### src/rtl/bypass_rf_if.sv
`default_nettype none
// ============================================================================
// Module      : bypass_rf_if
// Description : Bundles the read, write and reservation signals of bypass_rf.
//               The master side (issue/producer logic) drives addresses, write
//               data and reservation requests. The slave side (the register
//               file) returns read data, busy flags, the reservation grant and
//               the pending-entry count.
// Ports       : src[read_ports]        read addresses            (master->slave)
//               dataout[read_ports]    read data                 (slave->master)
//               busy[read_ports]       source entry pending      (slave->master)
//               dst[write_ports]       write addresses           (master->slave)
//               datain[write_ports]    write data                (master->slave)
//               wr_en[write_ports]     per-port write enable     (master->slave)
//               rsv_en / rsv_dst       reservation request       (master->slave)
//               rsv_grant              reservation accepted      (slave->master)
//               pending_count          number of pending entries (slave->master)
// Revision    : 1.0 - initial release
// ============================================================================
interface bypass_rf_if #(
   parameter int entries       = 8,
   parameter int data_bus_size = 8,
   parameter int read_ports    = 2,
   parameter int write_ports   = 2
);
   localparam int c_addr_w = $clog2(entries);
   localparam int c_cnt_w  = $clog2(entries + 1);

   logic [read_ports-1:0][c_addr_w-1:0]       src;
   logic [read_ports-1:0][data_bus_size-1:0]  dataout;
   logic [read_ports-1:0]                     busy;
   logic [write_ports-1:0][c_addr_w-1:0]      dst;
   logic [write_ports-1:0][data_bus_size-1:0] datain;
   logic [write_ports-1:0]                    wr_en;
   logic                                      rsv_en;
   logic [c_addr_w-1:0]                       rsv_dst;
   logic                                      rsv_grant;
   logic [c_cnt_w-1:0]                        pending_count;

   modport master (
      output src, dst, datain, wr_en, rsv_en, rsv_dst,
      input  dataout, busy, rsv_grant, pending_count
   );

   modport slave (
      input  src, dst, datain, wr_en, rsv_en, rsv_dst,
      output dataout, busy, rsv_grant, pending_count
   );
endinterface
`default_nettype wire

### src/rtl/bypass_rf.sv
`default_nettype none
// ============================================================================
// Module      : bypass_rf
// Description : Multi-ported register file with optional same-cycle
//               write-to-read forwarding, an optional hardwired zero entry and
//               a per-entry "pending" scoreboard. A producer reserves an entry
//               (marking it pending); a later write to that entry delivers the
//               data and clears the pending bit. Readers see busy=1 while the
//               entry they address is still waiting for its producer.
// Ports       : clock  - rising-edge clock for all state
//               reset  - synchronous, active-high reset
//               bus    - bypass_rf_if.slave (read, write, reservation ports)
// Revision    : 1.0 - initial release
// ============================================================================
module bypass_rf #(
   parameter int entries       = 8,
   parameter int data_bus_size = 8,
   parameter int read_ports    = 2,
   parameter int write_ports   = 2,
   parameter int bypass        = 1,
   parameter int zero_reg      = 1
) (
   input  wire logic  clock,
   input  wire logic  reset,
   bypass_rf_if.slave bus
);
   localparam int c_addr_w = $clog2(entries);
   localparam int c_cnt_w  = $clog2(entries + 1);

   // ------------------------------------------------------------------------
   // State
   // ------------------------------------------------------------------------
   logic [data_bus_size-1:0] r_mem [entries];
   logic [entries-1:0]       r_pending;
   logic [c_cnt_w-1:0]       r_pending_count;

   // ------------------------------------------------------------------------
   // Combinational nets
   // ------------------------------------------------------------------------
   logic [entries-1:0]                        w_wr_hit;
   logic [data_bus_size-1:0]                  w_wr_data [entries];
   logic                                      w_rsv_grant;
   logic [entries-1:0]                        w_pending_nxt;
   logic [c_cnt_w-1:0]                        w_count_nxt;
   logic [read_ports-1:0][data_bus_size-1:0]  w_rd_data;
   logic [read_ports-1:0]                     w_rd_busy;

   // ------------------------------------------------------------------------
   // Write merge: ports are scanned in ascending order so that, when several
   // ports target the same entry, the highest-index port's data is the one
   // left in w_wr_data. Reset and the zero entry suppress the commit.
   // ------------------------------------------------------------------------
   always_comb begin
      w_wr_hit = '0;
      for (int e = 0; e < entries; e++) begin
         w_wr_data[e] = r_mem[e];
      end
      for (int j = 0; j < write_ports; j++) begin
         if (bus.wr_en[j] && !reset) begin
            w_wr_hit[bus.dst[j]]  = 1'b1;
            w_wr_data[bus.dst[j]] = bus.datain[j];
         end
      end
      if (zero_reg != 0) begin
         w_wr_hit[0] = 1'b0;
      end
   end

   // ------------------------------------------------------------------------
   // Reservation: refused while reset is high, when the entry already has an
   // outstanding producer (WAW stall), or when it targets the zero entry.
   // ------------------------------------------------------------------------
   always_comb begin
      w_rsv_grant = bus.rsv_en && !reset && !r_pending[bus.rsv_dst];
      if ((zero_reg != 0) && (bus.rsv_dst == '0)) begin
         w_rsv_grant = 1'b0;
      end
   end

   // ------------------------------------------------------------------------
   // Next pending vector. A committed write clears its entry, a granted
   // reservation sets its entry; the reservation is applied last so that a
   // same-cycle write plus reservation leaves the entry pending for the new
   // producer. The count is the population of the next vector, so it always
   // tracks the bits exactly and cannot wrap.
   // ------------------------------------------------------------------------
   always_comb begin
      w_count_nxt = '0;
      for (int e = 0; e < entries; e++) begin
         w_pending_nxt[e] = r_pending[e] && !w_wr_hit[e];
         if (w_rsv_grant && (bus.rsv_dst == c_addr_w'(e))) begin
            w_pending_nxt[e] = 1'b1;
         end
      end
      if (zero_reg != 0) begin
         w_pending_nxt[0] = 1'b0;
      end
      for (int e = 0; e < entries; e++) begin
         w_count_nxt = w_count_nxt + c_cnt_w'(w_pending_nxt[e]);
      end
   end

   // ------------------------------------------------------------------------
   // State update
   // ------------------------------------------------------------------------
   always_ff @(posedge clock) begin
      if (reset) begin
         for (int e = 0; e < entries; e++) begin
            r_mem[e] <= '0;
         end
         r_pending       <= '0;
         r_pending_count <= '0;
      end else begin
         for (int e = 0; e < entries; e++) begin
            if (w_wr_hit[e]) begin
               r_mem[e] <= w_wr_data[e];
            end
         end
         r_pending       <= w_pending_nxt;
         r_pending_count <= w_count_nxt;
      end
   end

   // ------------------------------------------------------------------------
   // Read ports. With forwarding enabled, a same-cycle write to the source
   // entry supplies the data directly (highest-index writer wins) and hides
   // the pending bit, since the producer is delivering right now. Forwarding
   // is disabled while reset is high because that write will not commit.
   // ------------------------------------------------------------------------
   always_comb begin
      for (int i = 0; i < read_ports; i++) begin
         w_rd_data[i] = r_mem[bus.src[i]];
         w_rd_busy[i] = r_pending[bus.src[i]];
         if ((bypass != 0) && !reset) begin
            for (int j = 0; j < write_ports; j++) begin
               if (bus.wr_en[j] && (bus.dst[j] == bus.src[i])) begin
                  w_rd_data[i] = bus.datain[j];
                  w_rd_busy[i] = 1'b0;
               end
            end
         end
         if ((zero_reg != 0) && (bus.src[i] == '0)) begin
            w_rd_data[i] = '0;
            w_rd_busy[i] = 1'b0;
         end
      end
   end

   assign bus.dataout       = w_rd_data;
   assign bus.busy          = w_rd_busy;
   assign bus.rsv_grant     = w_rsv_grant;
   assign bus.pending_count = r_pending_count;

endmodule
`default_nettype wire

### src/flat_wrapper.sv
// flat-port wrapper written by rule: the top's interface ports become plain ports
module bypass_rf_flat 
#(
   parameter int entries       = 8,
   parameter int data_bus_size = 8,
   parameter int read_ports    = 2,
   parameter int write_ports   = 2,
   parameter int bypass        = 1,
   parameter int zero_reg      = 1
)
  (clock, reset, bus_src, bus_dst, bus_datain, bus_wr_en, bus_rsv_en, bus_rsv_dst, bus_dataout, bus_busy, bus_rsv_grant, bus_pending_count);
  bypass_rf_if #(.entries(entries), .data_bus_size(data_bus_size), .read_ports(read_ports), .write_ports(write_ports)) bus_i ();
  input  wire logic clock;
  input  wire logic reset;
  input wire logic [$bits(bus_i.src)-1:0] bus_src;
  input wire logic [$bits(bus_i.dst)-1:0] bus_dst;
  input wire logic [$bits(bus_i.datain)-1:0] bus_datain;
  input wire logic [$bits(bus_i.wr_en)-1:0] bus_wr_en;
  input wire logic [$bits(bus_i.rsv_en)-1:0] bus_rsv_en;
  input wire logic [$bits(bus_i.rsv_dst)-1:0] bus_rsv_dst;
  output wire logic [$bits(bus_i.dataout)-1:0] bus_dataout;
  output wire logic [$bits(bus_i.busy)-1:0] bus_busy;
  output wire logic [$bits(bus_i.rsv_grant)-1:0] bus_rsv_grant;
  output wire logic [$bits(bus_i.pending_count)-1:0] bus_pending_count;
  assign bus_i.src = bus_src;
  assign bus_i.dst = bus_dst;
  assign bus_i.datain = bus_datain;
  assign bus_i.wr_en = bus_wr_en;
  assign bus_i.rsv_en = bus_rsv_en;
  assign bus_i.rsv_dst = bus_rsv_dst;
  assign bus_dataout = bus_i.dataout;
  assign bus_busy = bus_i.busy;
  assign bus_rsv_grant = bus_i.rsv_grant;
  assign bus_pending_count = bus_i.pending_count;
  bypass_rf #(.entries(entries), .data_bus_size(data_bus_size), .read_ports(read_ports), .write_ports(write_ports), .bypass(bypass), .zero_reg(zero_reg)) u_core (.clock(clock), .reset(reset), .bus(bus_i));
endmodule
### config.mk
export PLATFORM = sky130hd
export DESIGN_NAME = bypass_rf_flat
export DESIGN_NICKNAME = d
export VERILOG_FILES = /design/src/rtl/bypass_rf_if.sv /design/src/rtl/bypass_rf.sv /design/src/flat_wrapper.sv
export SDC_FILE = /design/constraint.sdc
export NUM_CORES = 1
export LEC_CHECK = 0
export ABC_AREA = 1
export BUFFER_PORTS_ARGS = -buffer_cell sky130_fd_sc_hd__buf_2
export CAP_MARGIN = 30
export CORE_ASPECT_RATIO = 0.7
export CORE_MARGIN = 5
export CORE_UTILIZATION = 49
export DETAILED_ROUTE_END_ITERATION = 7
export PLACE_DENSITY_LB_ADDON = 0.25
export SYNTH_ARGS = -nofsm -noshare
export SYNTH_HDL_FRONTEND = slang
export SYNTH_SLANG_ARGS = --single-unit
### constraint.sdc
create_clock -name clock -period 3.5 [get_ports clock]
set_input_delay 0.525 -clock clock [delete_from_list [all_inputs] [get_ports clock]]
set_output_delay 0.525 -clock clock [all_outputs]
set_load 0.05 [all_outputs]
# Yosys cells after proc, flatten, opt, wreduce, memory -nomap -nowiden
# Memories as Yosys holds them, arrays and structs flattened.
# Index checks and enable logic that the tools add are counted.
# totals
wordCells,154
mem_count,1
register_bits,12
ramBits,64
inputBits,36
# classes
n_bitwise,10
eq_ne,11
n_mux,74
magnitude_cmp,11
reduce_logical,38
add_sub_neg,6
# mem_list
memory,depth,word_bits,read_ports,rd_clocked_by_memory_dff,write_ports,line,text
u_core.r_mem,8,8,10,0,8,bypass_rf.sv:33,logic [data_bus_size-1:0] r_mem [entries];
# op_table
op,n
$mux W8,19
$bwmux W64,2
$mux W64,2
$demux W8 S3,2
$mux W1,44
$logic_and A1 B1 Y1,26
$add A4 B1 Y4,5
$lt A3 B4 Y1 const B,5
$eq A3 B3 Y1,4
$eq A3 B3 Y1 const B,4
$bmux W1 S3,3
$logic_not A1 Y1,9
$logic_not A3 Y1,3
$ge A4 B4 Y1 const B,2
$lt A4 B1 Y1 const B,2
$not A3 Y4,2
$or A8 B8 Y8,1
$or A1 B1 Y1,7
$demux W1 S3,2
$eq A3 B2 Y1 const B,2
$ge A3 B1 Y1 const B,2
$eq A3 B1 Y1 const B,1
$add A1 B1 Y2,1

# Longest topological paths before layout
# Gate-level depths: netlist of run 1.
# depth
word_depth,16
ltp_mapped,18

# Least setup slack after synthesis of run 1
# Ideal clock, no wire load.
# synth_timing
kind,input to register
start,in reset
end,reg u_core.r_pending_count[2] (netlist: u_core.bus.pending_count[2])
arrival_ns,3.499
t_required_ns,3.372
path_stages,17
path_slack_ns,-0.126
path_cell_list,buf_2 -> nor3_2 -> nand3_2 -> nand2_2 -> inv_1 -> nand2_1 -> nand2_1 -> ha_1 -> inv_1 -> fa_1 -> inv_1 -> fa_1 -> ha_1 -> inv_1 -> fa_1 -> xor2_1 -> nor2_1
# synth_via
elab_chain_cells,14
elab_cells_between_ends,43
cone_classes,add/sub: 6; mux: 10; bitwise: 1; reduce/logical: 26
# synth_rtl
item,line,text
from (decl),flat_wrapper.sv:14,input wire logic reset;
$logic_not A1 Y1 *,"bypass_rf.sv:59, bypass_rf.sv:74",
$logic_and A1 B1 Y1,bypass_rf.sv:59,if (bus.wr_en[j] && !reset) begin
$mux W8,bypass_rf.sv:59,
$or A8 B8 Y8 (no line),n/a,
$mux W8,bypass_rf.sv:59,
$logic_not A1 Y1,bypass_rf.sv:90,w_pending_nxt[e] = r_pending[e] && !w_wr_hit[e];
$logic_and A1 B1 Y1,bypass_rf.sv:90,
$mux W1 *,bypass_rf.sv:91,if (w_rsv_grant && (bus.rsv_dst == c_addr_w'(e))) begin
net u_core.w_pending_nxt[2],bypass_rf.sv:43,logic [entries-1:0] w_pending_nxt;
$add A1 B1 Y2 *,bypass_rf.sv:99,w_count_nxt = w_count_nxt + c_cnt_w'(w_pending_nxt[e]);
$add A4 B1 Y4 * (5 in series),bypass_rf.sv:99,
to (signal assigned),bypass_rf.sv:120,r_pending_count <= w_count_nxt;
to (decl),bypass_rf.sv:35,logic [c_cnt_w-1:0] r_pending_count;
# The timed path passes the listed nets; every way through them passes the cells marked *.
# A chain may end at the register's enable or synchronous reset.

# Final worst setup path of run 1
# layout_timing
start,in reset
end,reg u_core.r_pending_count[1] (netlist: u_core.bus.pending_count[1])
# Same word-level chain as after synthesis.

==> results of run 1 <==
worst max path at each step:
stage | from | end | slack (ns)
final | reset | u_core.bus.pending_count[1]$_SDFF_PP0_ | 0.20
after global routing | bus_wr_en[1] | u_core.bus.pending_count[1]$_SDFF_PP0_ | 0.06
after CTS | reset | u_core.bus.pending_count[1]$_SDFF_PP0_ | 0.23
after detailed placement | reset | u_core.bus.pending_count[1]$_SDFF_PP0_ | -0.14
after global placement | bus_rsv_dst[0] | u_core.bus.pending_count[1]$_SDFF_PP0_ | -0.01
after floorplan | bus_dst[2] | u_core.bus.pending_count[1]$_SDFF_PP0_ | 0.01
synth_stat cells (all sizes together) (4+ instances only):
cell type	number	share of area, %
edfxtp	56	28
o21ai	144	12
nand2	252	16
clkbuf	21	1.3
o21bai	16	2.0
dfxtp	11	3.7
nor2	97	6.8
buf	29	2.6
a21oi	81	6.7
nand4	10	1.0
o211ai	12	1.5
nand3	75	6.3
inv	142	8.8
ha	4	0.83
metal layers:
metal / wire length [µm] / vias to the layer above / share of wire [%] / GRT usage [%]
met4: 826 / 2 / 3.5 / 14.0
met5: 74 / - / 0.31 / 3.62
li1: - / 3287 / - / -
met2: 9180 / 520 / 38 / 45.1
met1: 9780 / 3090 / 41 / 46.6
met3: 4030 / 70 / 17 / 12.1
worst register-to-register path, stage by stage, from the launching register on:
cell,delay (ns)
dfxtp_1,0.33
inv_1,0.09
o21ai_0,0.15
nand2_1,0.07
nand2_1,0.05
nand2_1,0.07
nand4_1,0.10
nand2_1,0.07
ha_1,0.28
inv_1,0.05
fa_1,0.53
inv_1,0.06
fa_1,0.49
ha_2,0.18
inv_1,0.06
fa_2,0.52
nor2_1,0.04
sequential cells by signal, summed over array words and instances, names as in the netlist:
name and flops:
u_core.bus.pending_count 4, u_core.r_pending 7, u_core.r_mem 56
cells by family after synthesis:
group           Yosys count  synth area share [%]
compound gates          255                  22.4
xor+xnor                  3                 0.436
fa+ha+maj                 7                  1.83
buf+inv                 193                  12.8
flops                    67                  31.5
simple gates            438                  31.0
layout by cell type, fill, tap and decap left out, types with 2 or more instances in the layout:
| cell | n |
|---|---|
| o211ai_1 | 12 |
| inv_2 | 13 |
| buf_2 | 58 |
| nand3_1 | 74 |
| clkinvlp_4 | 2 |
| nor2_4 | 4 |
| o21ai_0 | 144 |
| inv_1 | 129 |
| nor2_1 | 87 |
| fa_1 | 2 |
| ha_1 | 3 |
| nor2_2 | 6 |
| and3_1 | 2 |
| nand4_1 | 10 |
| clkbuf_16 | 9 |
| nand2_4 | 5 |
| nand2_2 | 5 |
| dfxtp_1 | 11 |
| clkbuf_1 | 3 |
| nand2_1 | 242 |
| a21oi_1 | 81 |
| o21bai_1 | 16 |
| xnor2_1 | 2 |
| edfxtp_1 | 56 |
| buf_4 | 51 |
cell type report:
cell class / count / share of cell area [%]
Sequential cell: 67 / 27.3
Multi-Input combinational cell: 703 / 48.5
Timing Repair Buffer: 109 / 9.68
Inverter: 143 / 7.72
Tap cell: 157 / 2.82
Clock inverter: 3 / 0.342
Clock buffer: 13 / 3.60
power groups by stage:
| stage | logic (mW) | registers (mW) | clock network, mW |
|---|---|---|---|
| finish | 0.692 | 0.957 | 0.853 |
| global placement | 0.664 | 0.969 | 0 |
| floorplan | 0.447 | 0.956 | 0 |
| detailed placement | 0.668 | 0.969 | 0 |
| CTS | 0.671 | 0.953 | 0.853 |
| global route | 0.746 | 0.959 | 0.882 |
through the flow:
step | setup WS, ns | area [µm²] | hold WS, ns
global route | 0.0563 | 6950 | 0.550
finish | 0.196 | 6950 | 0.522
CTS | 0.225 | 6950 | 0.521
global placement | -0.0143 | 6680 | 0.515
floorplan | 0.0133 | 6050 | 0.480
detailed placement | -0.139 | 6680 | 0.513
==> flow_summary.json, run 1 <==
{
  "status": "complete, no violations",
  "antenna-diode-count": 0,
  "dr.first_iter.drc_count": 1385,
  "postRouteAntennaNets": 0,
  "dp_hpwl_um": 17600,
  "worst-path-buf-inv": 7,
  "ys.warnings.count": 0,
  "drv_slew": 0,
  "tightest_slew_ns": 0.625,
  "final.setup.tns_ns": 0,
  "cp-end-kind": "register",
  "crit_path_max_incr_delay_ns": 0.53,
  "path_cells": "buf_2 -> inv_2 -> nand2_2 -> inv_2 -> nand4_1 -> nand2_2 -> inv_2 -> nand2_2 -> nand2_1 -> ha_1 -> inv_1 -> fa_1 -> inv_1 -> fa_1 -> ha_2 -> inv_1 -> fa_2 -> nor2_1",
  "synth_flop_cell": "edfxtp_1",
  "hold_start": "u_core.r_pending[6]$_SDFF_PP0_",
  "grt_pass1_wl_um": 36000,
  "fin_skew_ns": 0.00621,
  "cp_slowest_cell": "fa_1",
  "drc_errors": 0,
  "internal_power_mw": 1.60,
  "startpoint_type": "input pin",
  "whs_path_depth": 2,
  "power_mw": 2.50,
  "timing.fmax_ghz": 0.303,
  "crit_fanout": 4,
  "numCtsBuffers": 9,
  "worst_r2r_endpoint": "u_core.bus.pending_count[1]$_SDFF_PP0_",
  "cts-root-buf": "clkbuf_16",
  "p_leak_nw": 3.70,
  "synth_edf_count": 56,
  "worstHoldEndpoint": "u_core.r_pending[6]$_SDFF_PP0_",
  "cts_setup_buffers": 0,
  "cts_tree": "built",
  "drive_gt1_share_pct": 15.3,
  "hp-class": "register to register",
  "synthArstFlopShare_pct": 0,
  "dr_total_vias": 6969,
  "reg2reg_from": "u_core.r_pending[6]$_SDFF_PP0_",
  "drt-vias-per-instance": 5.83,
  "synth_fp_nets": 1006,
  "ctsResizeCount": 0,
  "power_density_nw_per_um2": 360,
  "fp.coreArea_um2": 11900,
  "antenna_found_initial": 0,
  "p_clk_share_pct": 34.1,
  "seq_area_frac_synth_pct": 31.5,
  "synth_area_per_cell_um2": 6.26,
  "gp_congestion": 0.991,
  "die_h_um": 103,
  "nNetsFinal": 1076,
  "syn-instance-count": 963,
  "finalHoldViolCount": 0,
  "ff2ff_path_depth": 16,
  "dp_cells": 1179,
  "wire_per_inst_um": 20.0,
  "grt_max_degree": 29,
  "final_cells": 1195,
  "die-area_um2": 14700,
  "setup_viol": 0,
  "io_buffers": 58,
  "crit_family": "adder cells",
  "ys_ff_latch": 67,
  "htreeDepth": 3,
  "syn_to_final_growth_pct": 15.3,
  "path_class": "input pin to register",
  "synth.distinct_cells": 32,
  "fin_crit_sh_pct": 94.4,
  "slew_headroom_pct": 58.3,
  "grt_pass1_vias": 6177,
  "fin_crit_ns": 3.30,
  "clock_sinks": 67,
  "rrSetupSlack_ns": 0.25,
  "ctsLongestPathBuffers": 2,
  "ios": 59,
  "dr.pass1.iters": 6,
  "rows": 33,
  "synth_area_um2": 6030,
  "ir_drop_uv": 263,
  "cap_violations": 0,
  "hold_buffers": 0,
  "register_area_um2": 1900,
  "fillers": 1182,
  "crit_cells": 18,
  "die_width_um": 143,
  "grt_use_total_pct": 33.1,
  "combPwrFrac_pct": 27.7,
  "p_seq_share_pct": 38.2,
  "initial_core_util_pct": 50.7,
  "rsz0062_at_grt": "no",
  "multi_input_area_um2": 3370,
  "grt-ovfl-total": 0,
  "switching_share_pct": 35.8,
  "cp_data_arrival_time_ns": 3.53,
  "fin_util_pct": 58.5,
  "routed_wirelength_um": 23900,
  "required_ns": 3.73,
  "clk_latency_ns": 0.34,
  "switching_power_mw": 0.897,
  "clk_pin_slew_worst_paths_ns": 0.05
}
No activity file was read; power rests on OpenSTA's default activity.
==> run 2: changes to the inputs <==
==> constraint.sdc (replaced) <==
create_clock -name clock -period 3.5 [get_ports clock]
set_input_delay 0.175 -clock clock [delete_from_list [all_inputs] [get_ports clock]]
set_output_delay 0.175 -clock clock [all_outputs]
set_load 0.02 [all_outputs]
==> flow_summary.json, run 2 (same netlist as run 1, synthesis figures left out) <==
{
  "cts-root-buf": "clkbuf_16",
  "p_clk_share_pct": 37.4,
  "gp_congestion": 1.04,
  "power_density_nw_per_um2": 367,
  "switching_power_mw": 0.839,
  "reg2reg_from": "u_core.r_pending[4]$_SDFF_PP0_",
  "p_seq_share_pct": 38.7,
  "layout_commonest_cell": "nand2_1",
  "dr.first_iter.drc_count": 1061,
  "worstHoldEndpoint": "u_core.r_mem[1][2]$_SDFFCE_PN0P_",
  "power_mw": 2.48,
  "path_cells": "nand2_1 -> nand2_1 -> nand2_1 -> nand2_1 -> nand2_1 -> nand4_1 -> nand2_1 -> ha_1 -> inv_1 -> fa_1 -> inv_1 -> fa_1 -> ha_1 -> inv_1 -> fa_1 -> xor2_1 -> nor2_1",
  "cp_slowest_cell": "fa_1",
  "grt_max_degree": 43,
  "register_area_um2": 1900,
  "tightest_slew_ns": 0.750,
  "wire_per_inst_um": 20.2,
  "grt-ovfl-total": 0,
  "fin_util_pct": 56.8,
  "die-area_um2": 14700,
  "rows": 33,
  "status": "complete, no violations",
  "ff2ff_path_depth": 17,
  "cp_data_arrival_time_ns": 3.47,
  "fin_crit_sh_pct": 92.9,
  "timing.fmax_ghz": 0.308,
  "rsz0062_at_grt": "no",
  "drv_slew": 0,
  "antenna-diode-count": 0,
  "grt_pass1_wl_um": 35400,
  "dr.pass1.iters": 6,
  "ios": 59,
  "cts_tree": "built",
  "fp.coreArea_um2": 11900,
  "io_buffers": 58,
  "combPwrFrac_pct": 23.9,
  "worst_r2r_endpoint": "u_core.bus.pending_count[2]$_SDFF_PP0_",
  "path_class": "register to register",
  "slew_headroom_pct": 49.9,
  "holdWs_ns": 0.177,
  "multi_input_area_um2": 3360,
  "cap_violations": 0,
  "final.setup.tns_ns": 0,
  "switching_share_pct": 33.9,
  "die_width_um": 143,
  "largest_register_ffs": 56,
  "dr_total_vias": 6923,
  "dp_hpwl_um": 16800,
  "fillers": 1239,
  "fin_crit_ns": 3.25,
  "regMostFlops": "u_core.r_mem",
  "setup_viol": 0,
  "cp-end-kind": "register",
  "final_cell_mix": "nand2_1, o21ai_0, inv_1",
  "crit_path_max_incr_delay_ns": 0.53,
  "ctsLongestPathBuffers": 2,
  "final_cells": 1169,
  "routed_wirelength_um": 23600,
  "hp-class": "input pin to register",
  "drc_errors": 0,
  "numCtsBuffers": 9,
  "whs_path_depth": 3,
  "fin_skew_ns": 0.00984,
  "ir_drop_uv": 252,
  "initial_core_util_pct": 50.7,
  "grt_use_total_pct": 32.5,
  "postRouteAntennaNets": 0,
  "p_leak_nw": 3.59,
  "dp_cells": 1153,
  "grt_pass1_vias": 5916,
  "finalHoldViolCount": 0,
  "startpoint_type": "register",
  "syn_to_final_growth_pct": 12.1,
  "rrSetupSlack_ns": 0.25,
  "drt-vias-per-instance": 5.92,
  "nNetsFinal": 1050,
  "cts_setup_buffers": 0,
  "clock_sinks": 67,
  "die_h_um": 103,
  "htreeDepth": 3,
  "antenna_found_initial": 0,
  "required_ns": 3.72,
  "internal_power_mw": 1.64,
  "hold_buffers": 0,
  "drive_gt1_share_pct": 12.5,
  "crit_top_cell": "nand2_1",
  "crit_fanout": 4,
  "ctsResizeCount": 0,
  "clk_pin_slew_worst_paths_ns": 0.06,
  "hold_start": "bus_datain[2]",
  "clk_latency_ns": 0.34
}
run 2: cell count changes in the layout (fill, tap and decap cells not counted), moves of 2 or more:
cell,delta
buf_4,-26
inv_1,+3
inv_2,-3
nand2_1,+2
nand2_2,-2
run 2: layout make-up:
cell class	instances	area share [%]
clock inverter	4	0.759
clock buffer	12	3.50
tap	157	2.91
timing repair buffer	83	7.07
sequential	67	28.1
inverter	143	7.94
multi-input combinational	703	49.7
run 2: critical path, delay by kind of cell, from the launching register on:
family                   cells  cell delay, ns
adder cells (fa/ha/maj)      5            1.85
buffers and inverters        3            0.16
AND/OR/NAND/NOR              8            0.54
flip-flops                   1            0.43
XOR/XNOR                     1            0.15
run 2: power by group through the flow:
stage / clock network, mW / registers, mW / logic, mW
finish: 0.926 / 0.959 / 0.591
global placement: 0 / 0.970 / 0.565
floorplan: 0 / 0.952 / 0.379
detailed placement: 0 / 0.971 / 0.568
global route: 0.961 / 0.959 / 0.646
CTS: 0.923 / 0.954 / 0.571
run 2: how the worst max path moves through the flow:
stage | from | end | slack (ns) | cells after the start
2_1_floorplan | reset | u_core.bus.pending_count[2]$_SDFF_PP0_ | 0.22 | 17
3_3_place_gp | reset | u_core.bus.pending_count[2]$_SDFF_PP0_ | 0.17 | 19
3_5_place_dp | reset | u_core.bus.pending_count[2]$_SDFF_PP0_ | 0.11 | 19
4_1_cts | u_core.r_pending[6]$_SDFF_PP0_ | u_core.bus.pending_count[2]$_SDFF_PP0_ | 0.27 | 17
5_1_grt | u_core.r_pending[6]$_SDFF_PP0_ | u_core.bus.pending_count[2]$_SDFF_PP0_ | 0.03 | 17
6_report | u_core.r_pending[4]$_SDFF_PP0_ | u_core.bus.pending_count[2]$_SDFF_PP0_ | 0.25 | 17
run 2: per-stage QoR:
| step | setup slack, ns | cell area [µm²] |
|---|---|---|
| after floorplan | 0.224 | 6030 |
| after global placement | 0.174 | 6470 |
| after detailed placement | 0.106 | 6470 |
| after CTS | 0.265 | 6760 |
| after global routing | 0.0282 | 6760 |
| final | 0.250 | 6760 |
run 2: layer usage:
layer  up-vias  routed length (µm)  global-route usage [%]
met5         -                   0                       0
met4         0                 831                    11.8
met3        76                3950                    11.4
met2       507                8940                    42.9
met1      3115                9890                    48.3
li1       3225                   -                       -
